`config.mk`:
```
export PLATFORM = sky130hd
export DESIGN_NAME = mul4_share_ctrl
export DESIGN_NICKNAME = d
export VERILOG_FILES = /design/src/rtl/mul4_share_pkg.sv /design/src/rtl/mul4_rr_arb.sv /design/src/rtl/mul4_share_ctrl.sv
export SDC_FILE = /design/constraint.sdc
export NUM_CORES = 1
export LEC_CHECK = 0
export BUFFER_PORTS_ARGS = -buffer_cell sky130_fd_sc_hd__clkbuf_2
export CAP_MARGIN = 20
export CORE_MARGIN = 10
export CORE_UTILIZATION = 54
export CTS_CLUSTER_DIAMETER = 200
export DETAILED_ROUTE_END_ITERATION = 16
export PLACE_DENSITY = 0.8
export SLEW_MARGIN = 20
export SYNTH_ARGS = -nofsm -noshare
export SYNTH_HDL_FRONTEND = slang
export SYNTH_HIERARCHICAL = 1
export SYNTH_SLANG_ARGS = --single-unit
```
`constraint.sdc`:
```
create_clock -name clk -period 4.4 [get_ports clk]
set_input_delay 0.88 -clock clk [delete_from_list [all_inputs] [get_ports clk]]
set_output_delay 0.88 -clock clk [all_outputs]
set_load 0.05 [all_outputs]
```
`src/rtl/mul4_share_pkg.sv`:
```
// Shared types and constants for the 4x4 multiplier sharing controller.
// Imported by the arbiter and the controller top.
package mul4_share_pkg;

  localparam int OP_W = 4;
  localparam int P_W  = 7;

  localparam logic [OP_W-1:0] NEG_MAX = 4'sb1000;

  typedef enum logic [1:0] {
    IDLE,
    CALC,
    RESP
  } state_t;

  typedef struct packed {
    logic [OP_W-1:0] a;
    logic [OP_W-1:0] b;
    logic            ovf;
  } opnd_t;

endpackage

```
`src/rtl/mul4_rr_arb.sv`:
```
// Round-robin arbiter: first requester at or after ptr, wrapping.
// Grant is combinational and gated by en.
module mul4_rr_arb
  import mul4_share_pkg::*;
#(
  parameter int N_REQ = 4,
  parameter int ID_W  = 2
) (
  input  logic [N_REQ-1:0] req,
  input  logic [ID_W-1:0]  ptr,
  input  logic             en,
  output logic [N_REQ-1:0] gnt,
  output logic [ID_W-1:0]  gnt_idx,
  output logic             any
);

  int idx;

  always_comb begin
    gnt     = '0;
    gnt_idx = '0;
    any     = 1'b0;
    idx     = 0;
    for (int k = 0; k < N_REQ; k++) begin
      idx = int'(ptr) + k;
      if (idx >= N_REQ) idx = idx - N_REQ;
      if (en && req[idx] && !any) begin
        any      = 1'b1;
        gnt[idx] = 1'b1;
        gnt_idx  = ID_W'(idx);
      end
    end
  end

endmodule

```
`src/rtl/mul4_share_ctrl.sv`:
```
// Shares one registered 4x4 signed multiplier among N_REQ requesters,
// returning each product with its owner id over a valid/ready channel.
module mul4_share_ctrl
  import mul4_share_pkg::*;
#(
  parameter int N_REQ = 4,
  parameter int ID_W  = 2,
  parameter int CNT_W = 16
) (
  input  logic                  clk,
  input  logic                  rst_n,
  input  logic [N_REQ-1:0]      req_valid,
  input  logic [4*N_REQ-1:0]    req_a,
  input  logic [4*N_REQ-1:0]    req_b,
  output logic [N_REQ-1:0]      req_ready,
  output logic                  rsp_valid,
  input  logic                  rsp_ready,
  output logic [ID_W-1:0]       rsp_id,
  output logic [P_W-1:0]        rsp_p,
  output logic                  rsp_ovf,
  output logic                  busy,
  output logic [CNT_W-1:0]      op_cnt
);

  state_t state, nxt;

  logic              arb_en;
  logic              any;
  logic [N_REQ-1:0]  gnt;
  logic [ID_W-1:0]   gnt_idx;
  logic [ID_W-1:0]   rr_ptr;
  logic              cnt_inc;
  logic              mul_en;

  opnd_t             sel;
  opnd_t             op;
  logic [ID_W-1:0]   op_id;
  logic signed [P_W-1:0] prod;

  mul4_rr_arb #(
    .N_REQ (N_REQ),
    .ID_W  (ID_W)
  ) u_arb (
    .req     (req_valid),
    .ptr     (rr_ptr),
    .en      (arb_en),
    .gnt     (gnt),
    .gnt_idx (gnt_idx),
    .any     (any)
  );

  assign req_ready = gnt;
  assign busy      = (state != IDLE);
  assign rsp_valid = (state == RESP);
  assign mul_en    = (state == CALC);

  always_comb begin
    sel.a   = req_a[OP_W*gnt_idx +: OP_W];
    sel.b   = req_b[OP_W*gnt_idx +: OP_W];
    sel.ovf = (sel.a == NEG_MAX) && (sel.b == NEG_MAX);
  end

  always_comb begin
    nxt     = state;
    arb_en  = 1'b0;
    cnt_inc = 1'b0;
    unique case (state)
      IDLE: begin
        arb_en = rst_n;
        if (any) nxt = CALC;
      end
      CALC: nxt = RESP;
      RESP: begin
        if (rsp_ready) begin
          cnt_inc = 1'b1;
          arb_en  = rst_n;
          nxt     = any ? CALC : IDLE;
        end
      end
      default: nxt = IDLE;
    endcase
  end

  always_ff @(posedge clk or negedge rst_n) begin
    if (!rst_n) begin
      state  <= IDLE;
      rr_ptr <= '0;
      op     <= '0;
      op_id  <= '0;
      op_cnt <= '0;
    end else begin
      state <= nxt;
      if (any) begin
        op     <= sel;
        op_id  <= gnt_idx;
        rr_ptr <= (gnt_idx == ID_W'(N_REQ-1)) ? '0 : gnt_idx + 1'b1;
      end
      if (cnt_inc && !(&op_cnt)) op_cnt <= op_cnt + 1'b1;
    end
  end

  // 7-bit context keeps only the representable product bits.
  assign prod = $signed(op.a) * $signed(op.b);

  always_ff @(posedge clk or negedge rst_n) begin
    if (!rst_n) begin
      rsp_p   <= '0;
      rsp_id  <= '0;
      rsp_ovf <= 1'b0;
    end else if (mul_en) begin
      rsp_p   <= prod;
      rsp_id  <= op_id;
      rsp_ovf <= op.ovf;
    end
  end

endmodule

```
# Word-level counts from Yosys, hierarchy flattened
# Index checks and enable logic that the tools add are counted.
[word_totals]
wordCells = 110
latchBits = 0
n_memories = 0
mem_bits_ro = 0
ff_bits = 41
ramBits = 0
in_bits = 39
[classes]
n_div = 0
bitwise_logic = 3
n_eq_ne = 7
n_shift = 2
reduce_logical = 21
mux = 45
mul = 1
magnitude_cmp = 12
addsub = 9
[op_table]
columns = ["op", "count"]
rows = [
  ["$ge 32x1->1 const B", 4],
  ["$lt 32x4->1 const B", 4],
  ["$mux 32", 4],
  ["$ge 32x4->1 const B", 3],
  ["$sub 32x4->32 const B", 3],
  ["$shiftx 16x5->4", 2],
  ["$mux 1", 20],
  ["$add 16x1->16 const B", 1],
  ["$mux 4", 4],
  ["$reduce_and 16->1", 1],
  ["$mux 2", 7],
  ["$logic_and 1x1->1", 13],
  ["$or 4x4->4", 3],
  ["$bmux 1 s2", 4],
  ["$demux 1 s2", 4],
  ["$eq 4x4->1 const B", 2],
  ["$mul 4x4->7", 1],
  ["$add 2x2->3 const B", 2],
  ["$pmux 2 s3", 1],
  ["$eq 2x2->1 const B", 2],
  ["$logic_not 1->1", 4],
  ["$sub 2x3->4 const B", 1],
  ["$add 2x1->3 const B", 1],
  ["$ge 2x3->1 const B", 1],
  ["other kinds (8)", 8],
]

# Logic depth before layout (Yosys ltp)
# Gate-level depths: netlist (run 1).
[logic_depth]
word_depth = 19
ltp_mapped = 12
depth_no_buf = 12

# Cells and area by module
# Netlist (run 1), hierarchy kept.
[by_module_without_submodules]
columns = ["module", "cells_per_inst", "instances", "seq_area_each_um2", "area_each_um2"]
rows = [
  ["mul4_share_ctrl", 204, 1, 1026.0, 2416.1],
  ["mul4_rr_arb", 73, 1, 0.0, 535.5],
]

# Least setup slack after synthesis (run 1)
# No wires, ideal clock.
[synth_path]
kind = "reg-to-reg"
from = "register rr_ptr[0]"
to = "register op[0] (netlist name)"
t_arrival_ns = 3.602
n_path_buf = 3
synth_period_minus_slack_ns = 3.697
path_slack_ns = 0.703
path_stages_with_launch = 13
path_cell_list = "dfrtp_1 -> buf_6 -> inv_1 -> ha_1 -> clkbuf_1 -> mux2i_1 -> o22ai_1 -> or4b_1 -> o21ai_1 -> clkbuf_1 -> mux4_2 -> or4b_1 -> o32ai_2"
[synth_via]
elab_chain_len = 19
[synth_lines]
columns = ["element", "line_no", "rtl"]
rows = [
  ["from (decl)", "mul4_share_ctrl.sv:31", "logic [ID_W-1:0] rr_ptr;"],
  ["from (signal assigned)", "mul4_share_ctrl.sv:96", "rr_ptr <= (gnt_idx == ID_W'(N_REQ-1)) ? '0 : gnt_idx + 1'b1;"],
  ["parallel branches: the longest is 15 deep, another holds $sub 32x4->32", "n/a", ""],
  ["$mux 2 *", "mul4_rr_arb.sv:27", "if (en && req[idx] && !any) begin"],
  ["net gnt_idx[1]", "mul4_share_ctrl.sv:30", "logic [ID_W-1:0] gnt_idx;"],
  ["$shiftx 16x5->4 (on tied branches)", "mul4_share_ctrl.sv:58, mul4_share_ctrl.sv:59", ""],
  ["$eq 4x4->1", "mul4_share_ctrl.sv:60", "sel.ovf = (sel.a == NEG_MAX) && (sel.b == NEG_MAX);"],
  ["$logic_and 1x1->1 *", "mul4_share_ctrl.sv:60", ""],
  ["to (signal assigned)", "mul4_share_ctrl.sv:94", "op <= sel;"],
  ["to (decl)", "mul4_share_ctrl.sv:36", "opnd_t op;"],
]
# Mark *: on every way through the listed nets, which the timed path passes. The select of a mux whose other input is x is not followed.
# A chain may end at the register's enable or synchronous reset.

# Worst setup path in the final report (run 1)
[layout_path]
from = "register rr_ptr[1]"
to = "register op[0] (netlist name)"
# The elaborated chain is that of the path after synthesis.

==> run metrics, run 1 <==
area grow syn2layout=17.8%; worst-path maximum fanout=13; crit path max-delay cell type=dfrtp_1; RSZ-0062 raised after global routing=false; hold endpoint=op_cnt[7]$_DFFE_PN0P_; setup TNS=0 ns; Via density=5.54; WP buf/inv=1; clock tree buffer depth=2; die width=~94 microns; CP dominant cell by count=or4b_1; vias after detailed routing=between 2000 and 2500; Startpoint Class=register; H-tree depth=2; asr flop ratio synth=between 90% and 100%; Reg2Reg Depth=9; final wirelength=around 6.8 mm; CTS Buf Count=5; met2 Track Usage GR=around 28%; kind of critical path=register to register; worst-skew pair later-pin latency=a little under 0.3 ns; Mapped Area=between 2000 and 3000 sq um; syn_nets=around 340; final net count=around 410; synthesis warning total=6; Hold Path Class=register to register; commonest non-fill, non-tap cell in the layout=clkbuf_2; DR pass1 iterations=4; TritonCTS Sinks=between 40 and 50; DRC viols=0; max-slew violations=0; status=completed; Final period util=roughly 87%; Final Hold Fails=0; CTS resizes=0; placed cells=411; Post-Syn Instances=between 200 and 300; syn avg cell area=approximately 11 sq um; RD Place Congestion=0.915; Worst Path Required=4.61 ns; Root Buffer=clkbuf_8; post-synthesis cell type count=40; Post-Layout Cell Count=~420; f_max=between 0.2 and 0.3 GHz; Worst Tran Pin Value=0.642 ns; largest net degree at the start of global routing=between 40 and 50; GR Util met3=3.12%; Tmin final=3.82 ns; Initial Util=a little under three fifths; GR peak layer=met2; layout cells sized above 1=a little under a third; global-route wire length before repair=between 10 and 15 mm; antenna violations before repair=0; RR Startpoint=rr_ptr[1]$_DFFE_PN0P_; num rows=26; commonest non-fill, non-tap cells in the layout=70 x clkbuf_2, 41 x dfrtp_1, 28 x nand2_1, 19 x nor2_1, 19 x ha_1; Post-Route Skew=between 0.006 and 0.007 ns; sequential element share of the synthesized area=a little over a third; die height=93.9 microns; HPWL after DPL=5.42 mm; initial drt markers=approximately 130; Antenna Cells=0; Worst slew margin=approximately 57%; Final ANT Viol Nets=0; Hold WS=slightly below 0.5 ns; Post-synth EDFFs=0; CTS tree=yes; Seq cells post-synth=a little over 40; leakage power=roughly 1.7 nW; grt met1 use=around 18%; max cap viols=0; HP Start=op_cnt[7]$_DFFE_PN0P_; Crit path max-delay family=simple AND/OR/NAND/NOR gates; Hold Buf Count CTS=0; number of global-route vias before repair=2327; Core ar.=approximately 5200 sq um; WL/cell=about 16 microns; clock-pin slew on the worst setup and hold paths=about 0.08 ns; WHS Path Cells=1; Critical Path, Cell by Cell=inv_1, ha_1, mux2i_1, o22ai_1, or4b_1, o21ai_1, mux4_2, or4b_1, o32ai_2; Slowest Stage Delay on Critical Path=0.64 ns; FF-to-FF setup slack=about 0.58 ns; Tot GR Track Use=~16%; IO buf count=70; r2r endpoint=op[0]$_DFFE_PN0P_; Die Footprint=8820 sq um; endpoints failing setup=0; Overflow after GRT=0; post-CTS setup buffer count=0; I/O pin cnt=71; Arr. time, crit path=just over 4 ns; Crit. End Element=register; Pwr Density=about 840 nW/um^2; Post-synth top flop=dfrtp_1; final design utilization=roughly two thirds; Peak VDD IR=roughly 0.54 mV
[flip-flops by register name (all words and copies together) (netlist names)]
name     flops
op_cnt      16
op           9
rsp_p        7
op_id        2
rr_ptr       2
rsp_id       2
state        2
rsp_ovf      1
[power by group]
| part | internal [mW] | total (mW) | leakage [nW] | switching [mW] |
|---|---|---|---|---|
| Sequential | 0.506 | 0.638 | 0.516 | 0.133 |
| Clock | 0.184 | 0.316 | 0.0574 | 0.132 |
| Combinational | 0.827 | 1.95 | 1.17 | 1.12 |
[worst reg2reg max path: stages (launching register included)]
cell and delay [ns]:
dfrtp_1 0.64, inv_1 0.18, ha_1 0.47, mux2i_1 0.34
o22ai_1 0.21, or4b_1 0.51, o21ai_1 0.22, mux4_2 0.37
or4b_1 0.55, o32ai_2 0.25
[cell type report]
class,instances,area [sq um]
Clock inverter,2,37.5
Multi-Input combinational cell,209,1790
Tap cell,70,87.6
Fill cell,418,1730
Clock buffer,6,82.6
Inverter,16,60.1
Timing Repair Buffer,75,388
Sequential cell,41,1030
[synth_stat cells, types with 4 or more instances]
library cell	instances	area, sq um
and3_1	4	25.0
and2_1	11	68.8
xor2_1	12	105
mux2i_1	4	40.0
ha_1	19	238
o21a_1	4	30.0
dfrtp_1	41	1030
xnor2_1	8	70.1
mux2_2	18	203
o22ai_1	5	31.3
buf_6	4	45.0
a21oi_1	12	60.1
mux4_2	5	113
inv_1	16	60.1
fa_1	8	160
nor2_1	19	71.3
nand2_1	28	105
o21ai_0	8	40.0
nand3_1	8	40.0
clkbuf_1	7	26.3
mux4_1	6	158
[through the flow]
step / total power [mW] / area [sq um] / setup slack, ns
after global routing: 3.16 / 3480 / 0.267
after detailed placement: 2.61 / 3360 / 0.566
after global placement: 2.55 / 3360 / 0.688
final: 2.91 / 3480 / 0.578
after floorplan: 2.21 / 2950 / 0.703
after CTS: 2.94 / 3480 / 0.575
[metal layers]
layer  wire [microns]  share of wire (%)  vias up
met5                0                  0        -
met4               85                1.3        0
met3              240                3.5       10
met2             3680                 54       56
met1             2790                 41     1139
li1                 -                  -     1115
[worst max path at each step]
stage | from | end | slack (ns) | depth (start not counted)
after floorplan | rr_ptr[0]$_DFFE_PN0P_ | op[0]$_DFFE_PN0P_ | 0.70 | 12
after global placement | rr_ptr[1]$_DFFE_PN0P_ | op[0]$_DFFE_PN0P_ | 0.69 | 9
after detailed placement | rsp_ready | op[0]$_DFFE_PN0P_ | 0.57 | 12
after CTS | rr_ptr[1]$_DFFE_PN0P_ | op[0]$_DFFE_PN0P_ | 0.57 | 9
after global routing | rr_ptr[1]$_DFFE_PN0P_ | op[0]$_DFFE_PN0P_ | 0.27 | 10
final | rr_ptr[1]$_DFFE_PN0P_ | op[0]$_DFFE_PN0P_ | 0.58 | 9
[kinds of logic after synthesis]
| kind of cell | after synthesis | synth area share [%] |
|---|---|---|
| AND/OR/NAND/NOR | 88 | 15.0 |
| AO/OA/AOI/OAI | 41 | 8.99 |
| XOR/XNOR | 20 | 5.93 |
| adder cells (fa/ha/maj) | 27 | 13.5 |
| multiplexers | 33 | 17.4 |
| buffers and inverters | 27 | 4.45 |
| flip-flops | 41 | 34.8 |
Note: power is estimated with default switching activity, not from simulation.
==> run 2: changes to the inputs <==
ABC_AREA = 1   (was unset)
CORE_UTILIZATION = 55   (was 54)
PLACE_DENSITY = 0.81   (was 0.8)
SETUP_SLACK_MARGIN = 0.3   (was unset)
==> run 2 against run 1 <==
  * Routed wire length is 15% higher
  * Clock skew rose by 0.0055 ns
  * Critical path depth increased by 1
  * First-iteration DRC count grew 65%
  * Maximum frequency is 5.9% higher
  * Combinational power up 7%
  * Non-clock buffer count is 3 lower
==> run metrics, run 2 <==
Most flops, register=op_cnt; Worst Tran Pin Value=0.896 ns; syn avg cell area=a little over 7 sq um; I/O pin cnt=approximately 70; Die Footprint=9350 sq um; synthesis warning total=6; vias after detailed routing=between 3000 and 4000; Final ANT Viol Nets=0; Arr. time, crit path=roughly 2.7 ns; CTS Buf Count=5; kind of critical path=input pin to output port; Yosys top cell area share=a little under a third; metal2 WL=between 3 and 4 mm; max FFs per register=16; post-synthesis cell type count=30; die height=approximately 97 microns; Largest regs=op_cnt: 16 flops, op: 9 flops, rsp_p: 7 flops; largest net degree at the start of global routing=42; TritonCTS Sinks=between 40 and 50; WP buf/inv=2; Post-Syn Instances=about 460; Via density=5.15; layout cells sized above 1=approximately a fifth; IO buf count=70; Post-synth EDFFs=0; endpoints failing setup=0; commonest non-fill, non-tap cell in the layout=nand2_1; worst-path maximum fanout=11; Core ar.=5610 sq um; top post-synthesis cells by count=181 x nand2_1, 45 x nand3_1, 44 x inv_1; Overflow after GRT=0; Tmin final=3.61 ns; Final Hold Fails=0; crit path max-delay cell type=nor2_1; leakage power=about 2.1 nW; Hold Path Class=register to register; Post-Place Worst Slack=between 0.7 and 0.8 ns; DRC viols=0; Crit path max-delay family=simple AND/OR/NAND/NOR gates; Hold WS=about 0.47 ns; design area=around 3700 sq um; Worst slew margin=between 30% and 40%; Tot GR Track Use=between 15 and 20%; sequential element share of the synthesized area=roughly a third; Post-synth top flop=dfrtp_1; Initial Util=around 58%; Root Buffer=clkbuf_8; Final period util=between 80% and 90%; antenna violations before repair=0; Area after DPL=3630 sq um; final wirelength=roughly 7.8 mm; cell type with the largest total area after synthesis=dfrtp_1; Worst Setup Slack, final=between 0.7 and 0.8 ns; most common cell in the netlist=nand2_1; Startpoint Class=input pin; Hold Buf Count CTS=0; Slowest Stage Delay on Critical Path=~0.65 ns; syn_nets=525; post-CTS setup buffer count=0; Area contributors post-synth=dfrtp_1 32%, nand2_1 21%, ha_1 7.3%; RSZ-0062 raised after global routing=false; max-slew violations=0; die width=about 97 microns; met3 WL=414 microns; Post-Route Skew=approximately 0.012 ns; Peak VDD IR=approximately 0.46 mV; worst-skew pair later-pin latency=0.30 ns; highest metal used=met4; WL/cell=between 10 and 15 microns; max cap viols=0; Critical Path, Cell by Cell=clkbuf_2, nand2_1, nor2_1, nand2_1, nor2_4, nand3_2, nor2_1, nor2_1, nand2_1, clkbuf_2; status=completed; final net count=~600; Crit. End Element=output port; HPWL after DPL=between 6 and 7 mm; H-tree depth=2; Metal-1 WL=between 3 and 4 mm; Pwr Density=slightly above 800 nW/um^2; CTS resizes=0; asr flop ratio synth=100%; Antenna Cells=0; Mapped Area=around 3200 sq um; RD Place Congestion=0.927; CTS tree=yes; Worst Path Required=~3.5 ns; clock tree buffer depth=2; commonest non-fill, non-tap cells in the layout=181 x nand2_1, 70 x clkbuf_2, 45 x nand3_1, 44 x inv_1, 41 x dfrtp_1; area grow syn2layout=15.5%; number of global-route vias before repair=roughly 3000; num rows=27; DR pass1 iterations=4; setup TNS=0 ns; initial drt markers=between 200 and 250; Seq cells post-synth=slightly above 40; clock-pin slew on the worst setup and hold paths=~0.090 ns; global-route wire length before repair=13.9 mm; f_max=around 0.28 GHz
==> run 2: cell count changes after synthesis, moves of 6 or more <==
cell and change:
and2_1 -11, a21oi_1 -9, o21ai_0 +9, xor2_1 -10
inv_1 +28, nand3_1 +37, mux2_2 -18, nand2_1 +153
nor2_1 +18, mux4_1 -6
==> run 2: kinds of logic after synthesis <==
logic type      Yosys count  synth area share [%]
xor+xnor                 14                  3.79
buf+inv                  58                  7.39
simple gates            293                  40.5
flops                    41                  31.7
fa+ha+maj                27                  12.3
compound gates           26                  4.33
==> run 2: worst paths after layout <==
kind	startpoint	endpoint	slack (ns)	depth (start not counted)
max in group asynchronous	rst_n	rsp_p[0]$_DFFE_PN0N_	3.35	2
min in group asynchronous	rst_n	op_cnt[9]$_DFFE_PN0P_	0.69	2
hold / removal	state[0]$_DFFE_PN0P_	state[0]$_DFFE_PN0P_	0.47	1
setup / recovery	rst_n	req_ready[1]	0.79	10
setup reg to reg	op[4]$_DFFE_PN0P_	rsp_p[5]$_DFFE_PN0N_	1.02	10
hold reg to reg	state[0]$_DFFE_PN0P_	state[0]$_DFFE_PN0P_	0.47	1
==> run 2: per-layer routing <==
layer  vias to the layer above  track usage (%)
met5                         -                0
met4                         0             5.07
met3                        10             3.90
met2                        87             28.7
met1                      1424             20.5
li1                       1572                -
==> run 2: power breakdown <==
part	internal, mW	leakage [nW]	switching (mW)
clock network	0.145	0.0549	0.137
logic	0.670	1.52	1.42
registers	0.507	0.534	0.143
==> run 2: area by class of cell <==
cell class              instances  area (sq um)
clock buffers                   7          96.3
clock inverters                 1          8.76
fillers                       508          1870
inverters                      48           180
multi-input cells             360          1970
flip-flops and latches         41          1030
well taps                      72          90.1
repair buffers                 72           365
==> run 2: per-stage QoR <==
| step | util, % | std cells | power, mW |
|---|---|---|---|
| after floorplan | - | 459 | 2.31 |
| after global placement | 64.8 | 593 | 2.67 |
| after detailed placement | 64.8 | 593 | 2.76 |
| after CTS | 66.6 | 601 | 3.05 |
| after global routing | 66.6 | 601 | 3.38 |
| final | 66.6 | 601 | 3.03 |
==> run 3: changes to the inputs <==
ABC_AREA = 0   (was 1)
CORE_UTILIZATION = 49   (was 55)
PLACE_DENSITY = 0.77   (was 0.81)
clock period = 3.3 ns   (was 4.4 ns; I/O delays follow)
==> run 3 against run 2 <==
  * Routed wire length shrank 6.5%
  * Clock power rose by 13%
  * Sequential share of layout area shrank 0.59 points
==> run metrics, run 3 (synthesis results as in run 1) <==
max FFs per register=16; layout cells sized above 1=a little under half; largest net degree at the start of global routing=42; crit path max-delay cell type=or4b_4; Worst Setup SP=rr_ptr[0]$_DFFE_PN0P_; placed cells=about 430; antenna violations before repair=0; status=completed; max-slew violations=0; Startpoint Class=register; clock share of power=just under 7%; P_sw=roughly 2.2 mW; Largest regs=op_cnt: 16 flops, op: 9 flops, rsp_p: 7 flops; DR pass1 iterations=4; kind of critical path=register to register; Post-Route Skew=0.00296 ns; Most flops, register=op_cnt; Comb pwr share=between 70% and 80%; Reg2Reg Depth=10; HPWL after DPL=around 5.7 mm; FF-to-FF setup slack=0.22 ns; Worst Path Required=3.51 ns; Worst Tran Pin Value=0.640 ns; max cap viols=0; commonest non-fill, non-tap cell in the layout=clkbuf_2; clock-pin slew on the worst setup and hold paths=about 0.080 ns; area grow syn2layout=30.2%; Initial Util=between 50% and 60%; CTS Buf Count=5; Post-Layout Cell Count=about 450; Peak VDD IR=around 0.89 mV; WL/cell=around 16 microns; Seq pwr share=roughly 18%; Overflow after GRT=0; num rows=28; Root Buffer=clkbuf_8; clock tree buffer depth=2; Hold Buf Count CTS=0; RSZ-0062 raised after global routing=true; vias after detailed routing=2437; die height=approximately 100 microns; Sw Ratio=a little under half; Worst slew margin=a little under three fifths; Power Internal=2.47 mW; IO buf count=70; r2r endpoint=op[0]$_DFFE_PN0P_; worst-skew pair later-pin latency=between 0.2 and 0.3 ns; I/O pin cnt=between 70 and 80; CTS tree=yes; RD Place Congestion=~0.9; TritonCTS Sinks=41; DRC viols=0; setup TNS=0 ns; Crit. End Element=register; Final Hold Fails=0; die width=a little under 100 microns; Tmin final=3.08 ns; number of global-route vias before repair=between 2000 and 3000; Via density=5.39; Slowest Stage Delay on Critical Path=0.55 ns; f_max=about 0.33 GHz; Tot GR Track Use=between 15 and 20%; Final period util=93.2%; Core ar.=5890 sq um; final wirelength=~7.3 mm; global-route wire length before repair=12.4 mm; RR Startpoint=rr_ptr[0]$_DFFE_PN0P_; Hold WS=0.481 ns; H-tree depth=2; Critical Path, Cell by Cell=inv_8, ha_4, mux2i_4, o22ai_2, or4b_1, o21ai_1, buf_4, mux4_2, or4b_4, o32ai_2; Hold Path Class=input pin to asynchronous set/reset pin; Arr. time, crit path=3.28 ns; Die Footprint=between 9000 and 10000 sq um; Antenna Cells=0; final design utilization=between 60% and 70%; commonest non-fill, non-tap cells in the layout=66 x clkbuf_2, 36 x dfrtp_1, 35 x buf_4, 27 x nand2_1; leakage power=roughly 1.9 nW; endpoints failing setup=0; worst-path maximum fanout=7; Final ANT Viol Nets=0; Pwr Density=1210 nW/um^2; initial drt markers=125; final net count=~440
run 3: layer usage:
metal,vias up,GRT usage [%],routed length (microns)
met2,65,27.6,3920
met4,0,3.36,119
met5,-,0,0
li1,1169,-,-
met3,11,2.99,354
met1,1192,17.9,2930
run 3: repair_timing:
action,CTS,global route
resized for setup,12,23
pin swaps,5,7
setup endpoints to repair,8,9
buffers inserted,11,1
run 3: critical path, delay by kind of cell (launching register included):
kind | cells | cell delay [ns]
AOI/OAI and AO/OA | 3 | 0.38
and+or+nand+nor | 2 | 1.02
buffers and inverters | 2 | 0.20
DFF | 1 | 0.47
muxes | 2 | 0.60
adders and majority gates | 1 | 0.32
run 3: cell type report:
class / instances / area, sq um
fill: 444 / 2040
tap: 75 / 93.8
clock buffer: 5 / 68.8
clock inverter: 3 / 17.5
multi-input combinational: 209 / 1940
inverter: 16 / 70.1
sequential: 41 / 1030
timing repair buffer: 103 / 616
run 3: power groups by stage:
| stage | Combinational (mW) | Clock [mW] | Sequential (mW) |
|---|---|---|---|
| floorplan | 2.01 | 0 | 1.10 |
| global placement | 2.78 | 0 | 0.863 |
| detailed placement | 2.90 | 0 | 0.869 |
| CTS | 3.26 | 0.326 | 0.848 |
| global route | 3.76 | 0.344 | 0.883 |
| finish | 3.47 | 0.320 | 0.854 |
run 3: worst max-delay path by stage:
stage	to	depth (start not counted)
CTS	op[0]$_DFFE_PN0P_	10
finish	op[0]$_DFFE_PN0P_	10
global route	op[0]$_DFFE_PN0P_	10
floorplan	op[0]$_DFFE_PN0P_	12
detailed placement	op[0]$_DFFE_PN0P_	12
global placement	op[0]$_DFFE_PN0P_	12
run 3: through the flow:
stage	worst slack, ns	area, sq um	power [mW]
6_report	0.225	3840	4.65
5_1_grt	0.116	3840	4.99
4_1_cts	0.234	3790	4.44
3_5_place_dp	-0.118	3570	3.77
3_3_place_gp	-0.00873	3570	3.64
2_1_floorplan	0.0349	3050	3.11
